File: src/rtl/approx_mul_acc.sv
// approx_mul_acc: streaming accumulator for 24-bit approximate-multiplier products.
// Sums up to LEN beats per frame, or fewer when in_last closes the frame early, and
// presents one {out_sum, out_count, out_ovf} result per frame on a valid/ready port.
// Optional feature macro: APPROX_ACC_SAT_EN.
//   defined   -> additions saturate at 2^ACC_W-1 and out_ovf flags any frame that overflowed
//   undefined -> acc wraps modulo 2^ACC_W and out_ovf is tied to 0
module approx_mul_acc #(
  parameter int ACC_W = 32,
  parameter int LEN   = 16,
  parameter int CNT_W = $clog2(LEN + 1)
) (
  input  logic             clk,
  input  logic             rst_n,
  input  logic             in_valid,
  output logic             in_ready,
  input  logic [23:0]      in_prod,
  input  logic             in_last,
  output logic             out_valid,
  input  logic             out_ready,
  output logic [ACC_W-1:0] out_sum,
  output logic [CNT_W-1:0] out_count,
  output logic             out_ovf
);

  typedef enum logic {ST_ACC, ST_HOLD} state_t;

  localparam logic [CNT_W-1:0] LEN_C = CNT_W'(LEN);

  state_t           state;
  logic [ACC_W-1:0] acc;
  logic [ACC_W-1:0] acc_next;
  logic [CNT_W-1:0] cnt;
  logic [CNT_W-1:0] cnt_inc;
  logic             beat;
  logic             final_beat;

  // Both handshake outputs decode the state register only, so neither has a
  // combinational path from in_valid or out_ready.
  assign in_ready  = (state == ST_ACC);
  assign out_valid = (state == ST_HOLD);

  assign beat       = in_valid && in_ready;
  assign cnt_inc    = cnt + 1'b1;
  assign final_beat = in_last || (cnt_inc == LEN_C);

`ifdef APPROX_ACC_SAT_EN
  logic             ovf;
  logic             ovf_next;
  logic [ACC_W:0]   sum_ext;

  // Add with one extra bit; the carry-out clamps acc to all-ones and sets the sticky flag.
  always_comb begin
    // NOTE: every signal assigned in a combinational block gets a value on every
    // path (defaults first); a missed path would infer a latch.
    sum_ext  = {1'b0, acc} + (ACC_W + 1)'(in_prod);
    acc_next = sum_ext[ACC_W-1:0];
    ovf_next = ovf;
    if (sum_ext[ACC_W]) begin
      acc_next = '1;
      ovf_next = 1'b1;
    end
  end
`else
  // Plain modulo-2^ACC_W accumulation; the carry-out is simply discarded.
  always_comb begin
    acc_next = acc + ACC_W'(in_prod);
  end

  assign out_ovf = 1'b0;
`endif

  // Frame FSM: accumulate beats in ST_ACC, present the latched result in ST_HOLD.
  always_ff @(posedge clk) begin
    // NOTE: state registers use non-blocking assignments so every register samples
    // the pre-edge values, independent of statement order.
    if (!rst_n) begin
      state     <= ST_ACC;
      acc       <= '0;
      cnt       <= '0;
      out_sum   <= '0;
      out_count <= '0;
`ifdef APPROX_ACC_SAT_EN
      ovf       <= 1'b0;
      out_ovf   <= 1'b0;
`endif
    end else begin
      case (state)
        ST_ACC: begin
          if (beat) begin
            acc <= acc_next;
            cnt <= cnt_inc;
`ifdef APPROX_ACC_SAT_EN
            ovf <= ovf_next;
`endif
            // in_last on the LEN-th beat closes just this one frame.
            if (final_beat) begin
              out_sum   <= acc_next;
              out_count <= cnt_inc;
`ifdef APPROX_ACC_SAT_EN
              out_ovf   <= ovf_next;
`endif
              state     <= ST_HOLD;
            end
          end
        end
        ST_HOLD: begin
          // Results stay put until consumed; in_valid is ignored here.
          if (out_ready) begin
            state <= ST_ACC;
            acc   <= '0;
            cnt   <= '0;
`ifdef APPROX_ACC_SAT_EN
            ovf   <= 1'b0;
`endif
          end
        end
        default: state <= ST_ACC;
      endcase
    end
  end

endmodule

File: config.mk
export PLATFORM = sky130hd
export DESIGN_NAME = approx_mul_acc
export DESIGN_NICKNAME = d
export VERILOG_FILES = /design/src/rtl/approx_mul_acc.sv
export SDC_FILE = /design/constraint.sdc
export NUM_CORES = 1
export LEC_CHECK = 0
export CAP_MARGIN = 40
export CORE_MARGIN = 5
export CORE_UTILIZATION = 25
export CTS_CLUSTER_DIAMETER = 150
export DETAILED_ROUTE_END_ITERATION = 7
export PLACE_DENSITY_LB_ADDON = 0.25
export SKIP_LAST_GASP = 1
export SYNTH_ARGS = -nofsm -noshare
export SYNTH_HDL_FRONTEND = slang
export SYNTH_SLANG_ARGS = --single-unit
File: constraint.sdc
create_clock -name clk -period 2.89 [get_ports clk]
set_input_delay 0.578 -clock clk [delete_from_list [all_inputs] [get_ports clk]]
set_output_delay 0.578 -clock clk [all_outputs]
set_load 0.05 [all_outputs]
=== Word level (Yosys, flattened, before mapping) ===
Cells that the tools add are included.

* Add/subtract/negate cells: 2
* Eq/ne operators: 3
* Mux-type cells: 10
* Bitwise gates (word level): 1
* Reduce and logical (&&, ||, !) cells: 4

{| class="wikitable"
|+ Operator list
! cell !! count
|-
| 2-to-1 mux 32 bit || 2
|-
| one-hot mux 32 bit (2 select lines) || 1
|-
| adder 32 x 24 -> 32 bit || 1
|-
| 2-to-1 mux 5 bit || 2
|-
| one-hot mux 5 bit (2 select lines) || 1
|-
| adder 5 x 1 -> 5 bit (second input constant) || 1
|-
| equality test 5 bit (second input constant) || 1
|-
| 2-to-1 mux 1 bit || 3
|-
| AND reduction 3 bit || 1
|-
| != test 2 x 1 -> 1 bit (second input constant) || 1
|-
| != test 2 bit (second input constant) || 1
|-
| one-hot mux 1 bit (2 select lines) || 1
|-
| AND reduction 2 bit || 1
|-
| logical AND 1 bit || 1
|-
| logical OR 1 bit || 1
|-
| NOT 1 bit || 1
|}

* Bits in registers: 75
* Word-level logic and storage cells: 25

=== Logic depth before layout (Yosys ltp) ===
Gate-level depths: netlist (run 1).

* Depth after elaboration: 6
* Mapped depth: 9
* Gate-level depth less buffers: 9

=== Worst setup path before layout (run 1) ===
No wires, ideal clock.

* Path type: input to register
* Start: in in_prod[0]
* End: reg out_sum[30]
* Setup time: 63 ps
* Arrival time: 2580 ps
* Path slack: 247 ps
* Stages: 9
* Path through: ha_1 > fa_1 > a21o_1 > a311o_1 > nand2_1 > a31oi_1 > o2bb2ai_1 > or3_1 > nand3_1

* Longest elaborated chain between the ends: 1

{| class="wikitable"
|+ Ends and longest elaborated chain
! item !! RTL line !! text
|-
| from (decl) || 16 || <nowiki>input logic [23:0] in_prod,</nowiki>
|-
| adder 32 x 24 -> 32 bit || 66 || <nowiki>acc_next = acc + ACC_W'(in_prod);</nowiki>
|-
| to (signal assigned) || 97 || <nowiki>out_sum <= acc_next;</nowiki>
|-
| to (decl) || 20 || <nowiki>output logic [ACC_W-1:0] out_sum,</nowiki>
|}

No other way between the ends.
A chain may end at the register's enable or synchronous reset.

=== Worst setup path after layout (run 1) ===
Same ends and word-level chain as after synthesis.

==> results.yml, run 1 <==
route:
  finalWirelength_mm: 14.5
  wire_per_inst_um: 16.0
  ant_nets: 0
  dr_total_vias: 4430
  drtIter0Drc: 215
  viasPerCell: 4.92
  drt_pass1_iterations: 5
  drcViolationCount: 0
pwr:
  power_per_cell_area_mw_per_mm2: 586
  p_total_uw: 3640
  ir_drop_mv: 0.490
  leakage_uw: 0.00251
timing:
  setup_ws_ns: 0.118
  maxSlewViolCount: 0
  max-slew-margin-rel: 0.630
  layout_min_cycle_time_ns: 2.77
  fin_crit_sh: 0.959
  setup_viol: 0
  rsz0062_at_grt: "true"
  fin_skew_ns: 0.00531
  finalHoldViolations: 0
  worst_pin_slew_ns: 0.553
  max_freq_mhz: 361
global_routing:
  top_usage_layer: "met2"
  grt_use_total: 0.150
  grt_pass1_wl_mm: 24.1
  met3_usage: 0.0369
  first_global_vias: 4723
  overflow: 0
  grt_max_degree: 34
  antenna_found_initial: 0
  met1_usage: 0.191
  met2_usage: 0.249
synth:
  synthArstFlopShare: 0
  netlist_top_cells_count: "75 x dfxtp_1, 70 x nand2_1, 42 x a21oi_1, 40 x nor2_1, 33 x o21ai_0"
  synth_most_common_cell: "dfxtp_1"
  avgSynthCellArea_um2: 7.98
  yosysTopAreaCell: "dfxtp_1"
  yosysWarnings: 0
  syn_nets: 591
  synth_ff_type: "dfxtp_1"
  yosys-top-cells-area: "dfxtp_1 35%, ha_1 7.6%, nand2_1 6.2%"
  yosysSeqAreaShare: 0.352
  synth_cells: 535
  synth-edff-count: 0
  synthDistinctLibCells: 59
  ys_ff_latch: 75
  netlist.area_leader.share: 0.352
  syn_area_mm2: 0.00427
outcome:
  status: "completed"
critical_path:
  critical_path.top_delay_family: "compound AO/OA/AOI/OAI gates"
  endpoint_kind: "flip-flop"
  critPathSlowestCell: "clkdlybuf4s50_1"
  cpPeakStageDelay_ns: 0.42
  arrival_ns: 3.06
  worstPathRequired_ns: 3.18
  path_max_fanout: 8
  worstPathCellList: "clkdlybuf4s50_1, ha_2, fa_2, a21o_1, a311o_1, nand2_2, a31oi_2, o2bb2ai_2, or3_1, nand3_1"
  worst-path-buf-inv: 1
  criticalPathCategory: "primary input to flip-flop"
  cp-start-kind: "primary input"
layout:
  final_nets: 732
  final_core_util: 0.373
  instances_no_fill: 901
  layout-area-overhead-vs-synth_pct: 45.4
  drive_gt1_frac: 0.192
  diodes: 0
placement:
  dp.cells: 885
  portBuffers: 67
  dpl_worst_slack_ns: -0.450
  dp_hpwl_mm: 10.9
  place_congestion: 0.866
floorplan:
  fp.dieH_um: 141
  initial_core_util: 0.257
  die-area_mm2: 0.0198
  die_w_um: 141
  core_area_mm2: 0.0166
  fp-row-count: 47
  ios: 69
cts:
  path_clk_slew_ns: 0.06
  insertion_delay_ns: 0.34
  cts_max_path_buffers: 2
  cts_max_level: 3
  clkSinkCount: 75
  cts_root_buffer: "clkbuf_16"
  cts_tree: "built"
  cts_made_buffers: 9
min_path:
  hp-class: "flip-flop to flip-flop"
flow_run:
  cap_viol_max_count: 0
[layer usage]
layer,share of wire,wire length (µm)
met2,0.47,6800
met4,0.014,198
met1,0.46,6700
met5,0,0
met3,0.052,751
[worst reg2reg max path: stages, from the launching register on]
cell	delay (ns)
dfxtp_1	0.47
ha_1	0.28
nand3_1	0.11
xor2_1	0.18
nor3_1	0.42
o21a_1	0.47
nand2_1	0.40
o21ai_0	0.27
[where the power goes]
part / switching, µW / internal (µW)
clock: 503 / 687
combinational: 710 / 561
sequential: 54.8 / 1120
[final timing paths]
kind | start | endpoint | slack [ns] | depth (start not counted)
min | acc[18] | acc[18] | 0.46 | 2
min reg2reg | acc[18] | acc[18] | 0.46 | 2
max reg2reg | cnt[0] | out_sum[16] | 0.21 | 7
max | in_prod[0] | out_sum[30] | 0.12 | 10
[cell type report]
type	count	area, µm²
timing repair buffer	162	1400
clock inverter	7	83.8
tap	220	275
sequential	75	1500
clock buffer	9	225
inverter	7	26.3
fill	1711	10400
multi-input combinational	421	2700
[flip-flops by register name, summed over array words and instances, names as in the netlist]
name       count
acc           32
out_sum       32
cnt            5
out_count      5
out_valid      1
[cells by family after synthesis]
logic type / share of synthesized area
fa+ha+maj: 0.0809
buf+inv: 0.0357
flops: 0.352
other cells: 0.000878
simple gates: 0.220
xor+xnor: 0.0554
mux: 0.0123
compound gates: 0.243
[placed cells by master (no fill, tap or decap), types with 3 or more instances in the layout]
| cell | count |
|---|---|
| a21oi_2 | 3 |
| a311o_1 | 3 |
| nand3_1 | 30 |
| mux2i_1 | 3 |
| a211oi_1 | 4 |
| a211o_1 | 4 |
| xor2_1 | 13 |
| nand2b_1 | 3 |
| nand4_1 | 10 |
| dfxtp_1 | 75 |
| a31oi_1 | 10 |
| or3_1 | 7 |
| nor2_1 | 40 |
| o311ai_0 | 3 |
| nor3_1 | 13 |
| o21a_1 | 6 |
| a31oi_2 | 3 |
| a21o_1 | 14 |
| a22oi_1 | 13 |
| or4_1 | 4 |
| xnor2_1 | 13 |
| o21ai_0 | 30 |
| and2_1 | 4 |
| buf_4 | 94 |
| and4_1 | 5 |
| a21oi_1 | 40 |
| ha_1 | 25 |
| and3_1 | 3 |
| inv_1 | 6 |
| clkdlybuf4s50_1 | 67 |
| o21ai_1 | 7 |
| nand2_1 | 69 |
| clkbuf_16 | 9 |
[through the flow]
stage	hold WS (ns)	setup TNS, ns	area [µm²]
finish	0.458	0	6210
global route	0.486	-0.0174	6210
CTS	0.464	0	6160
detailed placement	0.450	-11.25	5830
global placement	0.442	-10.22	5830
floorplan	0.429	0	4270
[repair_timing]
action / in CTS / in global routing
resized for setup: 4 / 13
hold buffers: 0 / 0
endpoints found under the setup margin: 9 / 22
pin swaps: 1 / 4
buffers inserted: 0 / 0
(Power assumes the default switching activity.)
==> run 2, diff against run 1 <==
--- a/config.mk
+++ b/config.mk
@@ -5,6 +5,7 @@
 export SDC_FILE = /design/constraint.sdc
 export NUM_CORES = 1
 export LEC_CHECK = 0
+export ABC_CLOCK_PERIOD_IN_PS = 2890
 export CAP_MARGIN = 40
 export CORE_MARGIN = 5
 export CORE_UTILIZATION = 25
==> results of run 2 <==
No change in the layout: final DEF, timing and power equal those of run 1.
==> run 3, diff against run 2 <==
--- a/config.mk
+++ b/config.mk
@@ -12,6 +12,7 @@
 export CTS_CLUSTER_DIAMETER = 150
 export DETAILED_ROUTE_END_ITERATION = 7
 export PLACE_DENSITY_LB_ADDON = 0.25
+export SKIP_CTS_REPAIR_TIMING = 1
 export SKIP_LAST_GASP = 1
 export SYNTH_ARGS = -nofsm -noshare
 export SYNTH_HDL_FRONTEND = slang
==> run 3 against run 2 <==
Against the previous run:
- wire length decreased by 0.30%
- sequential power about the same
- worst hold slack improved by 0.00077 ns
- clock-buffer cell count did not move
- largest cell class unchanged
- largest power group unchanged
==> results.yml, run 3 (synthesized netlist as in run 1, its figures left out) <==
outcome:
  status: "completed"
global_routing:
  antenna_found_initial: 0
  grt_pass1_wl_mm: 24.0
  first_global_vias: 4707
  overflow: 0
  grt_max_degree: 34
  grt_use_total: 0.150
timing:
  max-slew-margin-rel: 0.630
  rsz0062_at_grt: "false"
  layout_min_cycle_time_ns: 2.78
  fin_skew_ns: 0.00514
  setup_viol: 0
  finalHoldViolations: 0
  max_freq_mhz: 359
  setup_ws_ns: 0.106
  worst_pin_slew_ns: 0.554
  maxSlewViolCount: 0
  fin_crit_sh: 0.963
  holdWs_ns: 0.459
critical_path:
  arrival_ns: 3.00
  path_max_fanout: 3
  worstPathRequired_ns: 3.11
  endpoint_kind: "flip-flop"
  cp-start-kind: "primary input"
  criticalPathCategory: "primary input to flip-flop"
layout:
  layout_common_cells: "94 x buf_4, 75 x dfxtp_1, 69 x nand2_1"
  final_nets: 732
  reg_top3: "acc: 32 flops, out_sum: 32 flops"
  layout-area-overhead-vs-synth_pct: 44.9
  drive_gt1_frac: 0.188
  diodes: 0
  final_common_cell: "buf_4"
route:
  wire_per_inst_um: 16.0
  finalWirelength_mm: 14.4
  ant_nets: 0
  dr_total_vias: 4401
  drt_pass1_iterations: 5
  viasPerCell: 4.88
  drtIter0Drc: 236
  drcViolationCount: 0
pwr:
  netSwitchingFraction: 0.347
  combPwrFrac: 0.347
  power.internal_uw: 2360
  ir_drop_mv: 0.490
  leakage_uw: 0.00250
  seqPwrFrac: 0.325
  power_per_cell_area_mw_per_mm2: 586
  p_sw_uw: 1260
  clkPwrFrac: 0.328
cts:
  cts_max_path_buffers: 2
  path_clk_slew_ns: 0.06
  cts_tree: "built"
  clkSinkCount: 75
  cts_root_buffer: "clkbuf_16"
  cts_made_buffers: 9
  insertion_delay_ns: 0.34
  cts_max_level: 3
floorplan:
  initial_core_util: 0.257
  die-area_mm2: 0.0198
  fp.dieH_um: 141
  fp-row-count: 47
  core_area_mm2: 0.0166
  ios: 69
  die_w_um: 141
placement:
  portBuffers: 67
  place_congestion: 0.866
  dpl_worst_slack_ns: -0.450
  dp_hpwl_mm: 10.9
flow_run:
  cap_viol_max_count: 0
min_path:
  hp-class: "flip-flop to flip-flop"
run 3: cell counts in the layout (fill, tap and decap cells not counted):
No cell type changed its count.
run 3: final timing paths:
path | startpoint | end | slack [ns] | depth (start not counted)
setup / recovery | in_prod[0] | out_sum[16] | 0.11 | 11
hold / removal | acc[17] | acc[17] | 0.46 | 2
setup reg to reg | cnt[0] | out_sum[16] | 0.24 | 7
hold reg to reg | acc[17] | acc[17] | 0.46 | 2
run 3: layer usage:
metal,vias up,share of wire,wire [µm],track usage
li1,2239,-,-,-
met1,2054,0.47,6720,0.191
met2,95,0.47,6750,0.248
met3,13,0.050,717,0.0369
met4,0,0.015,221,0.0495
met5,-,0,0,0
run 3: stage by stage:
step / cell area (µm²) / total power [µW] / util / instances / TNS, ns
final: 6190 / 3620 / 0.372 / 901 / 0
after floorplan: 4270 / 1900 / - / 535 / 0
after detailed placement: 5830 / 2440 / 0.350 / 885 / -11.25
after CTS: 6140 / 3650 / 0.369 / 901 / -0.573
after global routing: 6190 / 3840 / 0.372 / 901 / 0
after global placement: 5830 / 2430 / 0.350 / 885 / -10.22
run 3: power by group through the flow:
stage	Combinational, µW	Sequential, µW	Clock (µW)
after floorplan	577	1320	0
after detailed placement	1240	1200	0
after global routing	1380	1190	1270
after global placement	1230	1200	0
after CTS	1250	1180	1220
final	1260	1180	1190
run 3: worst max-delay path, cell delays in order:
cell and delay, ns:
clkdlybuf4s50_1 0.42, ha_1 0.23, fa_2 0.37, a21o_1 0.20, a311o_1 0.33, a31oi_2 0.24, buf_4 0.17, nor3_1 0.04
nor2_1 0.13, xor2_1 0.19, o21ai_0 0.11
run 3: area by class of cell:
cell class                      count  area, µm²
Clock inverter                      7       83.8
Inverter                            7       26.3
Tap cell                          220        275
Fill cell                        1711      10500
Multi-Input combinational cell    421       2680
Timing Repair Buffer              162       1400
Clock buffer                        9        225
Sequential cell                    75       1500
